### config.mk
export PLATFORM = sky130hd
export DESIGN_NAME = color_seq_ctrl
export DESIGN_NICKNAME = d
export VERILOG_FILES = /design/src/rtl/color_light_pkg.sv /design/src/rtl/tick_gen.sv /design/src/rtl/color_seq_ctrl.sv
export SDC_FILE = /design/constraint.sdc
export NUM_CORES = 1
export LEC_CHECK = 0
export ABC_CLOCK_PERIOD_IN_PS = 2500
export BUFFER_PORTS_ARGS = -buffer_cell sky130_fd_sc_hd__buf_2
export CORE_MARGIN = 1
export CORE_UTILIZATION = 54
export CTS_CLUSTER_DIAMETER = 50
export DETAILED_ROUTE_END_ITERATION = 16
export PLACE_DENSITY = 0.82
export REMOVE_ABC_BUFFERS = 1
export SETUP_SLACK_MARGIN = 0.4
export SKIP_CTS_REPAIR_TIMING = 1
export SYNTH_ARGS = -nofsm -noshare
export SYNTH_HDL_FRONTEND = slang
export SYNTH_HIERARCHICAL = 1
export SYNTH_SLANG_ARGS = --single-unit
### constraint.sdc
create_clock -name clk -period 2.5 [get_ports clk]
set_input_delay 0.25 -clock clk [delete_from_list [all_inputs] [get_ports clk]]
set_output_delay 0.25 -clock clk [all_outputs]
set_load 0.1 [all_outputs]
### src/rtl/color_light_pkg.sv
// rtl/color_light_pkg.sv - shared state encoding and color mapping for the color sequencer
package color_light_pkg;

    typedef enum logic [1:0] {
        ST_IDLE   = 2'd0,
        ST_RUN    = 2'd1,
        ST_PAUSED = 2'd2
    } state_t;

    localparam int         NUM_COLORS = 7;
    localparam logic [2:0] LAST_IDX   = 3'(NUM_COLORS - 1);

    // Index 0..6 maps onto the seven non-black RGB codes 001..111.
    function automatic logic [2:0] idx_to_rgb(input logic [2:0] i);
        return i + 3'd1;
    endfunction

endpackage

### src/rtl/tick_gen.sv
// rtl/tick_gen.sv - prescaler producing a one-cycle tick every TICK_DIV enabled cycles
module tick_gen #(
    parameter int TICK_DIV = 25_000_000,
    parameter int DIV_W    = 25
) (
    input  logic clk,
    input  logic rst,
    input  logic en,
    input  logic clr,
    output logic tick
);

    localparam logic [DIV_W-1:0] TERM = DIV_W'(TICK_DIV - 1);

    logic [DIV_W-1:0] cnt;

    assign tick = en && !clr && (cnt == TERM);

    always_ff @(posedge clk or posedge rst) begin
        if (rst) begin
            cnt <= '0;
        end else if (clr) begin
            cnt <= '0;
        end else if (en) begin
            cnt <= tick ? '0 : cnt + 1'b1;
        end
    end

endmodule

### src/rtl/color_seq_ctrl.sv
// rtl/color_seq_ctrl.sv - start/stop/pause sequencer stepping the lamp color index at a programmable dwell
module color_seq_ctrl
    import color_light_pkg::*;
#(
    parameter int TICK_DIV = 25_000_000,
    parameter int DIV_W    = 25
) (
    input  logic       clk,
    input  logic       rst,
    input  logic       start,
    input  logic       stop,
    input  logic       pause,
    input  logic       dir,
    input  logic [1:0] hold_sel,
    output logic [2:0] rgb,
    output logic [2:0] idx,
    output logic       step,
    output logic       gene,
    output logic       busy
);

    state_t     state, state_d;
    logic [1:0] dwell, dwell_d;
    logic [1:0] limit, limit_d;
    logic [2:0] idx_d;
    logic       step_d, gene_d;
    logic       run_en, clr, tick;
    logic [2:0] idx_adv;
    logic       wrap;

    tick_gen #(
        .TICK_DIV (TICK_DIV),
        .DIV_W    (DIV_W)
    ) u_tick_gen (
        .clk  (clk),
        .rst  (rst),
        .en   (run_en),
        .clr  (clr),
        .tick (tick)
    );

    // Explicit mod-7 neighbour; wrap is judged with the direction applied on this step.
    always_comb begin
        idx_adv = '0;
        wrap    = 1'b0;
        if (dir) begin
            wrap    = (idx == 3'd0);
            idx_adv = wrap ? LAST_IDX : idx - 3'd1;
        end else begin
            wrap    = (idx == LAST_IDX);
            idx_adv = wrap ? 3'd0 : idx + 3'd1;
        end
    end

    always_comb begin
        state_d = state;
        run_en  = 1'b0;
        clr     = 1'b0;
        idx_d   = idx;
        dwell_d = dwell;
        limit_d = limit;
        step_d  = 1'b0;
        gene_d  = 1'b0;

        if (stop) begin
            state_d = ST_IDLE;
            clr     = 1'b1;
            idx_d   = 3'd0;
            dwell_d = 2'd0;
            limit_d = 2'd0;
        end else if (start) begin
            state_d = ST_RUN;
            clr     = 1'b1;
            idx_d   = dir ? LAST_IDX : 3'd0;
            dwell_d = 2'd0;
            limit_d = hold_sel;
        end else begin
            // Counters advance on every busy cycle with pause low, which keeps a pause exact.
            case (state)
                ST_RUN: begin
                    if (pause) state_d = ST_PAUSED;
                    else       run_en  = 1'b1;
                end
                ST_PAUSED: begin
                    if (!pause) begin
                        state_d = ST_RUN;
                        run_en  = 1'b1;
                    end
                end
                default: state_d = ST_IDLE;
            endcase

            if (run_en && tick) begin
                if (dwell == limit) begin
                    idx_d   = idx_adv;
                    step_d  = 1'b1;
                    gene_d  = wrap;
                    dwell_d = 2'd0;
                    limit_d = hold_sel;
                end else begin
                    dwell_d = dwell + 2'd1;
                end
            end
        end
    end

    always_ff @(posedge clk or posedge rst) begin
        if (rst) begin
            state <= ST_IDLE;
            idx   <= 3'd0;
            dwell <= 2'd0;
            limit <= 2'd0;
            rgb   <= 3'd0;
            step  <= 1'b0;
            gene  <= 1'b0;
            busy  <= 1'b0;
        end else begin
            state <= state_d;
            idx   <= idx_d;
            dwell <= dwell_d;
            limit <= limit_d;
            step  <= step_d;
            gene  <= gene_d;
            busy  <= (state_d != ST_IDLE);
            rgb   <= (state_d == ST_IDLE) ? 3'd0 : idx_to_rgb(idx_d);
        end
    end

endmodule

==> results of run 1 <==
==> cell usage after synthesis, types with 3 or more instances <==
library cell  number
a21o_1             4
a21oi_1           19
a311oi_1           3
a31oi_1           12
and3_1             4
dfrtp_1           40
ha_1               9
inv_1             18
nand2_1           26
nand2b_1           4
nand3_1           10
nand4_1            8
nor2_1            13
nor3_1             5
nor3b_1            4
nor4_1             5
o21ai_0           15
or3_1              3
or3_2              6
xnor2_1            3
==> worst max-delay path by stage <==
| stage | cells past startpoint | slack (ns) | to |
|---|---|---|---|
| floorplan | 11 | -0.22 | rgb[1]$_DFF_PP0_ |
| global placement | 11 | -0.11 | rgb[1]$_DFF_PP0_ |
| detailed placement | 11 | -0.36 | rgb[1]$_DFF_PP0_ |
| CTS | 11 | -0.38 | rgb[1]$_DFF_PP0_ |
| global route | 11 | -0.43 | rgb[1]$_DFF_PP0_ |
| finish | 10 | -0.27 | rgb[1]$_DFF_PP0_ |
==> worst max-delay path, cell delays in order, from the launching register on <==
cell      delay (ns)
dfrtp_1         0.41
nor4bb_2        0.35
nand4_1         0.21
nor4_2          0.26
and2_1          0.20
nor3b_4         0.26
and3_4          0.23
mux2i_1         0.07
nor2_1          0.21
ha_2            0.32
nor2b_4         0.12
==> state kept, by name, summed over array words and instances, names as in the netlist <==
| name | count |
|---|---|
| busy | 1 |
| dwell | 2 |
| gene | 1 |
| idx | 3 |
| limit | 2 |
| rgb | 3 |
| state | 2 |
| step | 1 |
| u_tick_gen/cnt | 25 |
==> layer usage <==
layer / vias to the layer above / track usage / share of wire
met1: 1201 / 0.3534 / 0.39
met4: 0 / 0.08854 / 0.034
met3: 33 / 0.06833 / 0.082
li1: 1074 / - / -
met2: 155 / 0.4326 / 0.49
met5: - / 0 / 0
==> area by class of cell <==
cell class              instances  area share
clock buffers                   6     0.02204
multi-input cells             190      0.4641
inverters                      18     0.02052
clock inverters                 2     0.01064
repair buffers                 67      0.1596
well taps                      50     0.01900
flip-flops and latches         40      0.3041
==> cell usage in the layout, fill, tap and decap left out, drive strengths merged, types with 2 or more instances in the layout <==
cell type / synthesis / layout
a21o: 4 / 4
a21oi: 19 / 19
a311oi: 3 / 3
a31o: 2 / 2
a31oi: 12 / 12
a41oi: 2 / 2
and2: 2 / 2
and3: 4 / 4
and4: 2 / 2
buf: 7 / 65
clkbuf: 2 / 8
dfrtp: 40 / 40
ha: 9 / 9
inv: 18 / 18
mux2i: 2 / 2
nand2: 26 / 26
nand2b: 4 / 4
nand3: 11 / 11
nand4: 8 / 8
nor2: 13 / 13
nor2b: 2 / 2
nor3: 5 / 5
nor3b: 5 / 5
nor4: 7 / 7
nor4bb: 2 / 2
o21ai: 15 / 15
or2: 2 / 2
or3: 9 / 9
xnor2: 3 / 3
xor2: 2 / 2
==> report_power, final <==
| group | leakage, uW | switching [uW] | internal, uW |
|---|---|---|---|
| combinational | 0.000801 | 109 | 46.4 |
| sequential | 0.000552 | 6.60 | 654 |
| clock | 0.0000552 | 233 | 296 |
==> cells by family (layout without fill, tap and decap cells) <==
kind of cell             Yosys count  in the layout
AO/OA/AOI/OAI                     67             67
XOR/XNOR                           5              5
adder cells (fa/ha/maj)            9              9
buffers and inverters             27             93
flip-flops                        40             40
multiplexers                       2              2
AND/OR/NAND/NOR                  107            107
==> per-stage QoR <==
step	std cells	cell area, um2
5_1_grt	373	3292
3_3_place_gp	356	2786
4_1_cts	364	2894
3_5_place_dp	356	2786
6_report	373	3292
2_1_floorplan	248	2316
==> out/metrics.csv, run 1 <==
metric,value,unit
status,"finished, violations left",
failed_checks,"hold timing, setup timing",
clk_path_buf_depth,2,
synth_fa_ha_area_frac,0.04747,
clk_latency,0.30,ns
p_total,1346,uW
hold_viol,10,
synth_top_area_cell,dfrtp_1,
p_leak,0.001407,uW
crit_path_end_kind,register,
worst_pin_slew,0.6367,ns
synth_compound_area_frac,0.1857,
coreArea,4115,um2
powerDensity,408.9,nW/um2
drc,0,
synth.distinct_cells,55,
avgSynthCellArea,9.231,um2
worstReg2RegEnd,rgb[1]$_DFF_PP0_,
vias,2463,
ant_nets,0,
antenna_found_initial,0,
fin_nets,339,
clkSlewWorstSetupHoldPaths,0.08,ns
postLayoutCoreUtil,0.7999,
timing.reg2reg.setup_slack,-0.27,ns
crit_type,reg -> reg,
netlist_top_cells_area,"dfrtp_1, ha_1, nand2_1",
crit_arrival,2.95,ns
grt_pass1_vias,2000,
synth_area,2372,um2
fp.dieH,68.28,um
drtIter0Drc,277,
start_util,0.5765,
setup_viol,3,
gp_congestion,0.9056,
grt_max_degree,26,
viasPerCell,6.603,
synth_seq_cells,40,
ys_seq_area_frac,0.4219,
fin_crit,2.775,ns
track_usage,0.2702,
rsz0062_at_grt,true,
diodes,0,
fmax,360.4,MHz
cts_max_level,2,
cp-startpoint,u_tick_gen/cnt[15]$_DFFE_PP0P_,
cts_tree,done,
ff_latch_area,1001,um2
fp.dieArea,4662,um2
synth_mux_area_frac,0.008439,
port_buffers,16,
grt_overflow,0,
synthCells,257,
wl_per_cell,20.46,um
rows,23,
synth_async_sr_flop_share,1.000,
cp_max_fo,4,
ir_drop,0.3239,mV
numCtsBuffers,5,
die_x,68.28,um
post-place-ws,-0.3589,ns
synth_top_family_by_area,simple AND/OR/NAND/NOR gates,
grt_pass1_wl,9.156,mm
rr_worst_depth,10,
multi_input_comb_area,1528,um2
setup-tns-final,-0.5636,ns
area_growth,38.77,%
first_pass_iters,6,
fin_ws,-0.2747,ns
skew,0.007681,ns
synth_simple_gate_area_frac,0.2658,
cap_violations,0,
synthFlopType,dfrtp_1,
routed_wl,7.630,mm
holdWs,-0.005396,ns
r2r-start,u_tick_gen/cnt[15]$_DFFE_PP0P_,
worstSetupStartpointType,register,
finalCritPeriodShare,1.110,
numClockSinks,40,
yosysTopAreaCellShare,0.4219,
hold_path_class,in -> async,
io_pins,17,
synth_edf_count,0,
cts-root-buf,clkbuf_8,
crit_required,2.68,ns
ys_warn_count,6,
fillerInstances,212,
slew_violations,0,
place_hpwl,4.101,mm
synth_xor_area_frac,0.01846,
drive_gt1_frac,0.4056,
relSlewSlack,0.5723,
Note: power is estimated with default switching activity, not from simulation.
==> run 2: changes to the inputs <==
--- a/config.mk
+++ b/config.mk
@@ -8,10 +8,11 @@
 export ABC_CLOCK_PERIOD_IN_PS = 2500
 export BUFFER_PORTS_ARGS = -buffer_cell sky130_fd_sc_hd__buf_2
 export CORE_MARGIN = 1
-export CORE_UTILIZATION = 54
+export CORE_UTILIZATION = 55
+export CTS_BUF_LIST = sky130_fd_sc_hd__clkbuf_8
 export CTS_CLUSTER_DIAMETER = 50
 export DETAILED_ROUTE_END_ITERATION = 16
-export PLACE_DENSITY = 0.82
+export PLACE_DENSITY = 0.84
 export REMOVE_ABC_BUFFERS = 1
 export SETUP_SLACK_MARGIN = 0.4
 export SKIP_CTS_REPAIR_TIMING = 1
==> run 2 against run 1 <==
Compared with the run above:
- the run ends with setup timing left
- largest power group unchanged
- critical endpoint is now rgb[2]$_DFF_PP0_
- setup slack improved by 0.013 ns
- register-to-register slack barely moved
- fmax rose by 0.46%
- worst hold slack improved by 0.021 ns
- global-route usage rose by 0.75 points
- clock skew rose by 0.0015 ns
- combinational power barely moved
- clock power fell by 26%
- flip-flop and latch count did not move
- first-iteration DRC count fell by 21%
- critical path type unchanged
- final cell count did not move
- largest cell class unchanged
- sequential share of layout area rose by 0.75 points
==> out/metrics.csv, run 2 (same netlist as run 1, synthesis figures left out) <==
metric,value,unit,change
worst_pin_slew,0.9508,ns,+0.3142 ns
p_total,1206,uW,-10%
grt_pass1_vias,2007,,+0.35%
p_sw,325.9,uW,-6.6%
final_cell_mix,"buf_4, dfrtp_1, nand2_1, inv_1, buf_2",,
holdWs,0.01534,ns,+0.02073 ns
fmax,362.1,MHz,+0.46%
crit_type,reg -> reg,,
r2r-start,u_tick_gen/cnt[6]$_DFFE_PP0P_,,
diodes,0,,unchanged
routed_wl,7.296,mm,-4.4%
first_pass_iters,5,,-1
crit_arrival,2.93,ns,-0.02 ns
rr_worst_depth,11,,+1
crit_path_end_kind,register,,
track_usage,0.2778,,+0.007526
grt_max_degree,26,,unchanged
place_hpwl,4.163,mm,+1.5%
cts_tree,done,,
cts-root-buf,clkbuf_8,,
port_buffers,16,,unchanged
hold_path_class,in -> async,,
grt_pass1_wl,9.259,mm,+1.1%
top_regs,"u_tick_gen/cnt: 25 flops, idx: 3 flops, rgb: 3 flops",,
finalCritPeriodShare,1.105,,-0.005103
area_growth,35.44,%,
max_stage_delay,0.40,ns,about the same
antenna_found_initial,0,,unchanged
gp_congestion,0.8491,,-6.2%
die_x,67.68,um,-0.89%
seqPwrFrac,0.548,,+0.057
drc,0,,unchanged
largest_reg_flops,25,,unchanged
numCtsBuffers,5,,unchanged
status,"finished, violations left",,
cp_max_fo,4,,unchanged
fp.dieArea,4580,um2,-1.8%
worstReg2RegEnd,rgb[2]$_DFF_PP0_,,
numClockSinks,40,,unchanged
drtIter0Drc,220,,-21%
clk_latency,0.30,ns,about the same
failed_checks,setup timing,,
rows,23,,unchanged
layout_commonest_cell,buf_4,,
critPathTopFamily,simple AND/OR/NAND/NOR gates,,
fin_ws,-0.2619,ns,+0.01276 ns
swShare,0.2702,,+0.01090
p_clk_frac,0.324,,-0.069
wl_per_cell,19.56,um,-4.4%
hold_viol,0,,-10
cap_violations,0,,unchanged
io_pins,17,,unchanged
clk_path_buf_depth,2,,unchanged
crit_required,2.67,ns,about the same
slowest_stage,dfrtp_1,,
grt_overflow,0,,unchanged
slew_violations,0,,unchanged
relSlewSlack,0.3654,,-0.2069
vias,2454,,-0.37%
timing.reg2reg.setup_slack,-0.26,ns,about the same
skew,0.009190,ns,+0.001509 ns
setup_viol,5,,+2
fp.dieH,67.68,um,-0.89%
viasPerCell,6.579,,-0.37%
path_buf_inv,0,,unchanged
p_leak,0.001395,uW,-0.87%
ant_nets,0,,unchanged
drive_gt1_frac,0.4149,,+0.009288
fin_nets,342,,+0.88%
cts_max_level,2,,unchanged
comb_power_share,0.128,,+0.012
worstSetupStartpointType,register,,
worstPathCellList,"nor4_2, nand4_1, nor4_2, and2_1, nor3b_4, and3_4, mux2i_1, nor2_1, ha_2, xnor2_2, nor2_1",,
clkSlewWorstSetupHoldPaths,0.07,ns,about the same
fin_crit,2.762,ns,-0.01276 ns
ir_drop,0.4235,mV,+31%
start_util,0.5846,,+0.008177
coreArea,4058,um2,-1.4%
top_register,u_tick_gen/cnt,,
p_int,880.0,uW,-12%
rsz0062_at_grt,true,,
powerDensity,375.3,nW/um2,-8.2%
[run 2: changes by cell type in the layout (fill, tap and decap cells not counted), moves of 3 or more]
cell,change
o21ai_1,+3
o21ai_2,-3
buf_6,+4
a21oi_2,+3
[run 2: worst max path at each step]
stage | startpoint | to | slack, ns | cells past startpoint
after floorplan | state[0]$_DFF_PP0_ | rgb[1]$_DFF_PP0_ | -0.22 | 11
after global placement | u_tick_gen/cnt[7]$_DFFE_PP0P_ | rgb[1]$_DFF_PP0_ | -0.09 | 11
after detailed placement | u_tick_gen/cnt[6]$_DFFE_PP0P_ | rgb[2]$_DFF_PP0_ | -0.32 | 12
after CTS | u_tick_gen/cnt[6]$_DFFE_PP0P_ | rgb[2]$_DFF_PP0_ | -0.44 | 12
after global routing | u_tick_gen/cnt[6]$_DFFE_PP0P_ | rgb[1]$_DFF_PP0_ | -0.40 | 11
final | u_tick_gen/cnt[6]$_DFFE_PP0P_ | rgb[2]$_DFF_PP0_ | -0.26 | 11
[run 2: final cells by class]
type	count	area (um2)
flip-flops and latches	40	1001
multi-input cells	190	1498
fillers	225	844.6
repair buffers	70	515.5
well taps	50	62.56
inverters	18	67.56
clock buffers	5	68.82
[run 2: per-layer routing]
| layer | wire length, um | GRT usage | part of all wire | up-vias |
|---|---|---|---|---|
| met3 | 532 | 0.04223 | 0.073 | 41 |
| met2 | 3482 | 0.4418 | 0.48 | 140 |
| li1 | - | - | - | 1079 |
| met1 | 3025 | 0.3765 | 0.41 | 1194 |
| met5 | 0 | 0 | 0 | - |
| met4 | 256 | 0.1117 | 0.035 | 0 |
[run 2: power groups by stage]
stage          registers, uW  clock network [uW]  logic [uW]
3_3_place_gp             673                   0         130
6_report                 661                 391         154
2_1_floorplan            705                   0        56.7
4_1_cts                  660                 393         136
3_5_place_dp             673                   0         135
5_1_grt                  661                 420         166
[run 2: metrics by stage]
| step | worst slack (ns) | util | setup TNS [ns] | std cells | area (um2) |
|---|---|---|---|---|---|
| 6_report | -0.2619 | 0.7919 | -0.6998 | 373 | 3213 |
| 2_1_floorplan | -0.2246 | - | -0.4451 | 248 | 2316 |
| 3_3_place_gp | -0.08793 | 0.6836 | -0.1564 | 356 | 2774 |
| 4_1_cts | -0.4447 | 0.7006 | -0.9719 | 361 | 2843 |
| 3_5_place_dp | -0.3217 | 0.6836 | -0.6123 | 356 | 2774 |
| 5_1_grt | -0.3989 | 0.7919 | -1.373 | 373 | 3213 |
